### src/rtl/n_point_ifft_seq.sv
// Sequential radix-2 inverse FFT. It captures a frame in bit-reversed order, runs one
// butterfly stage per clock with a 1/2 scale per stage, then holds the result until the consumer accepts it.
module n_point_ifft_seq #(
  parameter int WIDTH   = 32,
  parameter int SAMPLES = 8,
  parameter int TW_FRAC = 14
) (
  input  logic                             clk,
  input  logic                             rst,
  input  logic                             in_valid,
  output logic                             in_ready,
  input  logic [SAMPLES-1:0][WIDTH-1:0]    sampleInputs,
  output logic                             out_valid,
  input  logic                             out_ready,
  output logic [SAMPLES-1:0][WIDTH-1:0]    outputs
);

  localparam int  H     = WIDTH / 2;
  localparam int  LOG2N = $clog2(SAMPLES);
  localparam int  SW    = (LOG2N > 1) ? $clog2(LOG2N) : 1;
  localparam int  TW_W  = TW_FRAC + 2;
  localparam int  PW    = H + TW_W + 1;
  localparam int  AW    = H + 2;
  localparam real PI    = 3.14159265358979323846;

  localparam logic signed [AW-1:0] SMAX = AW'(2 ** (H - 1) - 1);
  localparam logic signed [AW-1:0] SMIN = AW'(-(2 ** (H - 1)));
  localparam logic [SW-1:0]        LAST_STAGE = SW'(LOG2N - 1);

  typedef enum logic [1:0] {IDLE, RUN, DONE} state_t;
  typedef logic [SAMPLES-1:0][WIDTH-1:0]  frame_t;
  typedef logic [SAMPLES/2-1:0][TW_W-1:0] tw_tbl_t;

  // Entry k holds e^{+i*2*pi*k/SAMPLES}; stage s, offset j uses k = j*SAMPLES/2^(s+1).
  function automatic tw_tbl_t tw_table(input bit is_sin);
    tw_tbl_t tbl;
    real     ang;
    for (int k = 0; k < SAMPLES / 2; k++) begin
      ang    = 2.0 * PI * $itor(k) / $itor(SAMPLES);
      tbl[k] = TW_W'($rtoi($floor((is_sin ? $sin(ang) : $cos(ang)) * $itor(1 << TW_FRAC) + 0.5)));
    end
    return tbl;
  endfunction

  localparam tw_tbl_t TW_RE = tw_table(1'b0);
  localparam tw_tbl_t TW_IM = tw_table(1'b1);

  function automatic logic [LOG2N-1:0] bitrev(input logic [LOG2N-1:0] idx);
    logic [LOG2N-1:0] r;
    for (int b = 0; b < LOG2N; b++) r[b] = idx[LOG2N-1-b];
    return r;
  endfunction

  function automatic logic [H-1:0] sat(input logic signed [AW-1:0] v);
    if (v > SMAX)      return SMAX[H-1:0];
    else if (v < SMIN) return SMIN[H-1:0];
    else               return v[H-1:0];
  endfunction

  // Returns {a', b'} with a' = (a+b*W)>>>1 and b' = (a-b*W)>>>1, each half saturated.
  function automatic logic [2*WIDTH-1:0] bfly(input logic [WIDTH-1:0] a, b,
                                              input logic signed [TW_W-1:0] wr, wi);
    logic signed [H-1:0]  ar, ai, br, bi;
    logic signed [PW-1:0] prod_re, prod_im;
    logic signed [AW-1:0] tr, ti, sr, si, dr, di;
    ar      = a[WIDTH-1:H];
    ai      = a[H-1:0];
    br      = b[WIDTH-1:H];
    bi      = b[H-1:0];
    prod_re = PW'(br) * PW'(wr) - PW'(bi) * PW'(wi);
    prod_im = PW'(br) * PW'(wi) + PW'(bi) * PW'(wr);
    tr      = AW'(prod_re >>> TW_FRAC);
    ti      = AW'(prod_im >>> TW_FRAC);
    sr      = AW'(ar) + tr;
    si      = AW'(ai) + ti;
    dr      = AW'(ar) - tr;
    di      = AW'(ai) - ti;
    return {sat(sr >>> 1), sat(si >>> 1), sat(dr >>> 1), sat(di >>> 1)};
  endfunction

  state_t          state_q;
  logic [SW-1:0]   stage_q;
  frame_t          work_q, work_d;
  logic            in_ready_q, out_valid_q;

  always_comb begin
    // NOTE: default to the held value first so no path through the case infers a latch.
    work_d = work_q;
    case (state_q)
      IDLE: begin
        if (in_valid) begin
          for (int i = 0; i < SAMPLES; i++) work_d[bitrev(LOG2N'(i))] = sampleInputs[i];
        end
      end
      RUN: begin
        for (int s = 0; s < LOG2N; s++) begin
          if (stage_q == SW'(s)) begin
            for (int g = 0; g < SAMPLES; g += (2 << s)) begin
              for (int j = 0; j < (1 << s); j++) begin
                {work_d[g+j], work_d[g+j+(1<<s)]} =
                  bfly(work_q[g+j], work_q[g+j+(1<<s)],
                       TW_RE[j*(SAMPLES>>(s+1))], TW_IM[j*(SAMPLES>>(s+1))]);
              end
            end
          end
        end
      end
      default: ;
    endcase
  end

  // NOTE: the working array is reset as well, because an aborted frame must read back as zeros.
  always_ff @(posedge clk or posedge rst) begin
    if (rst) begin
      state_q     <= IDLE;
      stage_q     <= '0;
      work_q      <= '0;
      in_ready_q  <= 1'b1;
      out_valid_q <= 1'b0;
    end else begin
      // NOTE: non-blocking assignments here, so every register samples pre-edge values.
      work_q <= work_d;
      case (state_q)
        IDLE: begin
          if (in_valid) begin
            state_q    <= RUN;
            stage_q    <= '0;
            in_ready_q <= 1'b0;
          end
        end
        RUN: begin
          if (stage_q == LAST_STAGE) begin
            state_q     <= DONE;
            stage_q     <= '0;
            out_valid_q <= 1'b1;
          end else begin
            stage_q <= stage_q + SW'(1);
          end
        end
        DONE: begin
          if (out_ready) begin
            state_q     <= IDLE;
            out_valid_q <= 1'b0;
            in_ready_q  <= 1'b1;
          end
        end
        default: state_q <= IDLE;
      endcase
    end
  end

  assign in_ready  = in_ready_q;
  assign out_valid = out_valid_q;
  assign outputs   = work_q;

endmodule

### config.mk
export PLATFORM = sky130hd
export DESIGN_NAME = n_point_ifft_seq
export DESIGN_NICKNAME = d
export VERILOG_FILES = /design/src/rtl/n_point_ifft_seq.sv
export SDC_FILE = /design/constraint.sdc
export NUM_CORES = 2
export LEC_CHECK = 0
export CAP_MARGIN = 20
export CORE_ASPECT_RATIO = 1.75
export CORE_MARGIN = 8
export CORE_UTILIZATION = 30
export CTS_CLUSTER_DIAMETER = 30
export DETAILED_ROUTE_END_ITERATION = 6
export PLACE_DENSITY = 0.44
export SYNTH_ARGS = -nofsm -noshare
export SYNTH_HDL_FRONTEND = slang
export SYNTH_SLANG_ARGS = --single-unit
export TNS_END_PERCENT = 5
### constraint.sdc
create_clock -name clk -period 22.6 [get_ports clk]
set_input_delay 2.26 -clock clk [delete_from_list [all_inputs] [get_ports clk]]
set_output_delay 2.26 -clock clk [all_outputs]
set_load 0.02 [all_outputs]
; Word-level counts from Yosys, hierarchy flattened
; Cells that the tools add are included.
[totals]
register_bits = 262
in_bits = 260
output_inout_bits = 258
elab_cells = 302
[op_classes]
add_sub_neg = 56
multipliers = 6
magnitude_cmp = 96
eq_ne = 8
muxes = 114
reduce_logical = 10
[op_table]
columns = cell, n
row1 = $mux 16, 96
row2 = $mux 256, 4
row3 = $gt 16x16->1 const B, 34
row4 = $lt 16x16->1 const B, 34
row5 = $pmux 256 s2, 1
row6 = $add 16x16->17, 17
row7 = $sub 16x16->17, 17
row8 = $gt 17x16->1 const B, 14
row9 = $lt 17x16->1 const B, 14
row10 = $mul 16x15->31 const B, 6
row11 = $sub 1x30->31 const A, 3
row12 = $add 16x18->18, 4
row13 = $sub 16x18->18, 4
row14 = $add 31x31->32, 2
row15 = $sub 31x31->32, 2
row16 = $add 16x17->18, 3
row17 = $sub 16x17->18, 3
row18 = $reduce_and 3->1, 4
row19 = $mux 2, 5
row20 = $ne 2x2->1 const B, 3
row21 = $pmux 2 s3, 1
row22 = $reduce_bool 2->1, 3
row23 = $eq 2x1->1 const B, 2
row24 = $eq 2x2->1 const B, 2
row25 = other kinds (7), 12

; Depth between registers and ports, before layout
[logic_depth]
word_depth = 8
ltp_mapped = 45
mapped_depth_nobuf = 44

; Worst setup path before layout
; Ideal clock, no wire load.
[synth_timing]
path_type = flip-flop to flip-flop
from = reg work_q, in the netlist outputs[239]
to = reg work_q, in the netlist outputs[225]
setup_ns = 0.145
arrival_ns = 10.720
t_required_ns = 22.455
path_slack_ns = 11.735
stages_incl_launch_ff = 35
path_buffers = 3
period_less_slack_ns = 10.865
cell_sequence = dfrtp_1 clkbuf_1 clkinv_1 ha_1 clkbuf_1 xor2_1 fa_1 fa_1 fa_1 fa_1 fa_1 fa_1 ha_1 ha_1 a21oi_1 o21ai_0 nand2_1 o31a_1 o21ai_1 or2_2 xor2_1 ha_1 inv_1 a21o_1 a21o_1 a21oi_1 o21ai_0 a211oi_1 nor2_1 o41a_1 xor2_1 nor2_1 a21oi_1 clkbuf_1 a32oi_1
[synth_via]
elab_chain_len = 8
word_cells_on_any_way = 16
classes_between = add/sub: 3 / mul: 1 / order compare: 4 / mux: 8
[synth_lines]
columns = item, line_no
row1 = "start, declared", 83  ; frame_t work_q, work_d;
row2 = "start signal, assigned", 122  ; work_q <= work_d;
row3 = $mul 16x15->31 / $sub 16x16->17 (equally long branches), "71, 77"
row4 = $add 31x31->32 / $lt 16x16->1 (equally long branches), "71, 56"
row5 = $sub 16x18->18 / $mux 16 (equally long branches), "77, 56"
row6 = $lt 17x16->1 / $mux 16 (equally long branches), "56, 55"
row7 = $mux 16 / $mux 256 (equally long branches), "56, 97"
row8 = $mux 16 / $mux 256 (equally long branches), "55, 97"
row9 = $mux 256 (*), 97  ; if (stage_q == SW'(s)) begin
row10 = $pmux 256 s2 (*), 89  ; case (state_q)
; Mark *: on every way between the ends. The rest lies on a longest branch, timed or not. The select of a mux whose other input is x is not followed.
; A chain may end at the register's enable or synchronous reset.

; Worst setup path after layout
[layout_timing]
from = reg work_q, in the netlist outputs[252]
to = reg work_q, in the netlist outputs[116]
[layout_via]
elab_chain_len = 8
word_cells_on_any_way = 9
classes_between = add/sub: 2 / mul: 1 / order compare: 2 / mux: 4
[layout_lines]
columns = item, line_no
row1 = $mul 16x15->31 (*), 70  ; prod_re = PW'(br) * PW'(wr) - PW'(bi) * PW'(wi);
row2 = $sub 31x31->32 (*), 70
row3 = $add 16x18->18 (*), 74  ; sr = AW'(ar) + tr;
row4 = $lt 17x16->1, 56  ; else if (v < SMIN) return SMIN[H-1:0];
row5 = $mux 16, 56
row6 = $mux 16 (*), 55  ; if (v > SMAX) return SMAX[H-1:0];
row7 = $mux 256 (*), 97
row8 = $pmux 256 s2 (*), 89
; Mark *: on every way between the ends. The rest lies on a longest branch, timed or not.

==> impl_metrics.tcl <==
set metrics [dict create \
    syn_area_mm2 0.07918 \
    path_buf_inv 4 \
    grt_pass1_vias 80289 \
    cts_tree "yes" \
    critPathSlowestCell "dfrtp_1" \
    fin_ws_ps 10650 \
    period_minus_slack_ps 11950 \
    nNetsFinal 12586 \
    drc 0 \
    synth_top_family_by_area "adder cells" \
    wire_per_inst_um 34.06 \
    grt_overflow 0 \
    synthXorXnorAreaFrac_pct 9.100 \
    min_period_over_period_pct 52.89 \
    slew_headroom_pct 17.66 \
    grt_pass1_wl_um 639900 \
    clock-root-buffer "clkbuf_16" \
    hp-class "flip-flop to flip-flop" \
    avgSynthCellArea_um2 8.092 \
    dp_slack_ps 10520 \
    core_area_mm2 0.2626 \
    rsz0062_at_grt "no" \
    arrival_ps 12490 \
    clk_pin_slew_ps 50 \
    grt_max_degree 111 \
    ys_ff_latch 262 \
    critical_path_class "flip-flop to flip-flop" \
    status "completed" \
    wl_um 470200 \
    syn_to_final_growth_pct 16.75 \
    via_per_inst 5.583 \
    cts-hold-fix-buffers 0 \
    h-tree-depth 3 \
    max_stage_delay_ps 1030 \
    final-setup-viol-count 0 \
    synth-adder-area-share_pct 39.74 \
    cp_top_family "adder cells" \
    hold_violations 0 \
    die_width_um 404.4 \
    clock_skew_ps 50.94 \
    synth-compound-area-share_pct 21.28 \
    post_cts_resized 0 \
    worst_setup_path_start_kind "flip-flop" \
    cpMostUsedCell "fa_1" \
    synth_top_area_share_pct 23.53 \
    tightest_slew_ps 1229 \
    die-area_mm2 0.2813 \
    finalSetupTns_ps 0 \
    synth_top_cell_by_area "ha_1" \
    slew_viol_final 0 \
    synthMuxAreaShare_pct 0.4677 \
    async_flop_share_pct 100.0 \
    numCtsBuffers 86 \
    antenna_found_initial 40 \
    io_pins 518 \
    yosys.area_share.simple_pct 11.62 \
    cts_sinks 262 \
    yosys.cell_types.count 100 \
    io_buffer_count 517 \
    drtAntennaViolNets 0 \
    drtIter0Drc 5901 \
    synth-edff-count 0 \
    place_hpwl_um 393100 \
    fmax_mhz 83.66 \
    num_vias 77085 \
    synth-seq-area-share_pct 8.282 \
    grtUsageTotal_pct 32.37 \
    cp.required_ps 23140 \
    clk_latency_ps 730 \
    clk_path_buf_depth 3 \
    post_cts_buffers 0 \
    die_h_um 695.6 \
    yosys_warnings 0 \
    synth_fp_nets 12169 \
    synth_flop_cell "dfrtp_1" \
    layout-drive-gt1-share_pct 4.868 \
    gp_congestion 1.021 \
    fp-row-count 249 \
    cap_violations 0 \
    cp_max_fo 11 \
    cp-end-kind "flip-flop" \
    start_util_pct 30.15 \
    synthTopCellsByArea "ha_1, fa_1, dfrtp_1, inv_1, xnor2_1" \
    firstDrtPassIters 6 \
    syn-instance-count 9785 \
]
## through the flow
stage,hold slack [ps],std cells,util [%],instance area [µm²]
2_1_floorplan,489.6,9785,-,79180
3_3_place_gp,472.5,13621,33.89,89010
3_5_place_dp,473.4,13625,33.90,89040
4_1_cts,489.7,13783,35.17,92360
5_1_grt,530.1,13787,35.18,92390
6_report,484.5,13807,35.20,92440
## kinds of logic after synthesis
family                   after synthesis
flip-flops                           262
buffers and inverters               1998
adder cells (fa/ha/maj)             2136
multiplexers                          36
AO/OA/AOI/OAI                       2578
AND/OR/NAND/NOR                     1957
XOR/XNOR                             818
## cell usage in the layout (no fill, tap or decap), types with 206 or more instances in the layout
master	n
xnor2_1	631
nand2_1	411
nor3_1	206
ha_1	1489
fa_1	635
nor2_1	677
dfrtp_1	255
inv_1	1603
clkdlybuf4s50_1	517
a21oi_1	773
o21ai_0	460
## layer usage
layer  GRT usage, %  vias to the layer above  share of wire, %
met5              0                        -             0.017
met4          27.98                       12                11
met3          4.814                     1142               5.7
met2          55.71                     3250                48
met1          34.52                    38540                36
li1               -                    34141                 -
## worst reg2reg max path, delay by kind of cell (launching register included)
family / cells / cell delay, ps
buffers and inverters: 4 / 910
AND/OR/NAND/NOR: 8 / 1330
flip-flops: 1 / 1030
AO/OA/AOI/OAI: 10 / 3500
adder cells (fa/ha/maj): 10 / 4680
XOR/XNOR: 2 / 350
## cell type report
type	instances	area (µm²)
clock buffers	99	2313
well taps	3514	4397
diodes	21	52.55
repair buffers	719	6749
inverters	1608	6043
clock inverters	59	1003
flip-flops and latches	262	6570
multi-input cells	7525	65310
fillers	27809	170200
## synth_stat cells (97+ instances only)
cell      instances
xor2_1          169
nand2b_1        125
nor2_1          684
nor3_1          206
a21oi_1         775
o21bai_1        171
a211oi_1        160
a21o_1          148
inv_1          1604
o211ai_1         98
nand2_1         417
clkbuf_1        343
nand3_1         115
xnor2_1         645
ha_1           1489
a31oi_1          97
o21ai_0         460
dfrtp_1         261
fa_1            635
nor2b_1         109
## sequential cells by signal (all words and copies together), names as in the netlist
signal and flops:
stage_q 2, out_valid 1, state_q 2, outputs 256
in_ready 1
## worst paths after layout
check	from	endpoint	slack (ps)	cells past startpoint
worst max-delay path	outputs[252]	outputs[116]	10650	34
worst min-delay path	in_ready	in_ready	480	2
worst max register to register	outputs[252]	outputs[116]	10650	34
worst min register to register	in_ready	in_ready	480	2
max in group asynchronous	rst	outputs[25]	18590	4
min in group asynchronous	rst	outputs[72]	2040	2
Power is left out: the tool's default activity adds up to more than one toggle a clock period on the data nets, which glitch-free logic cannot reach.
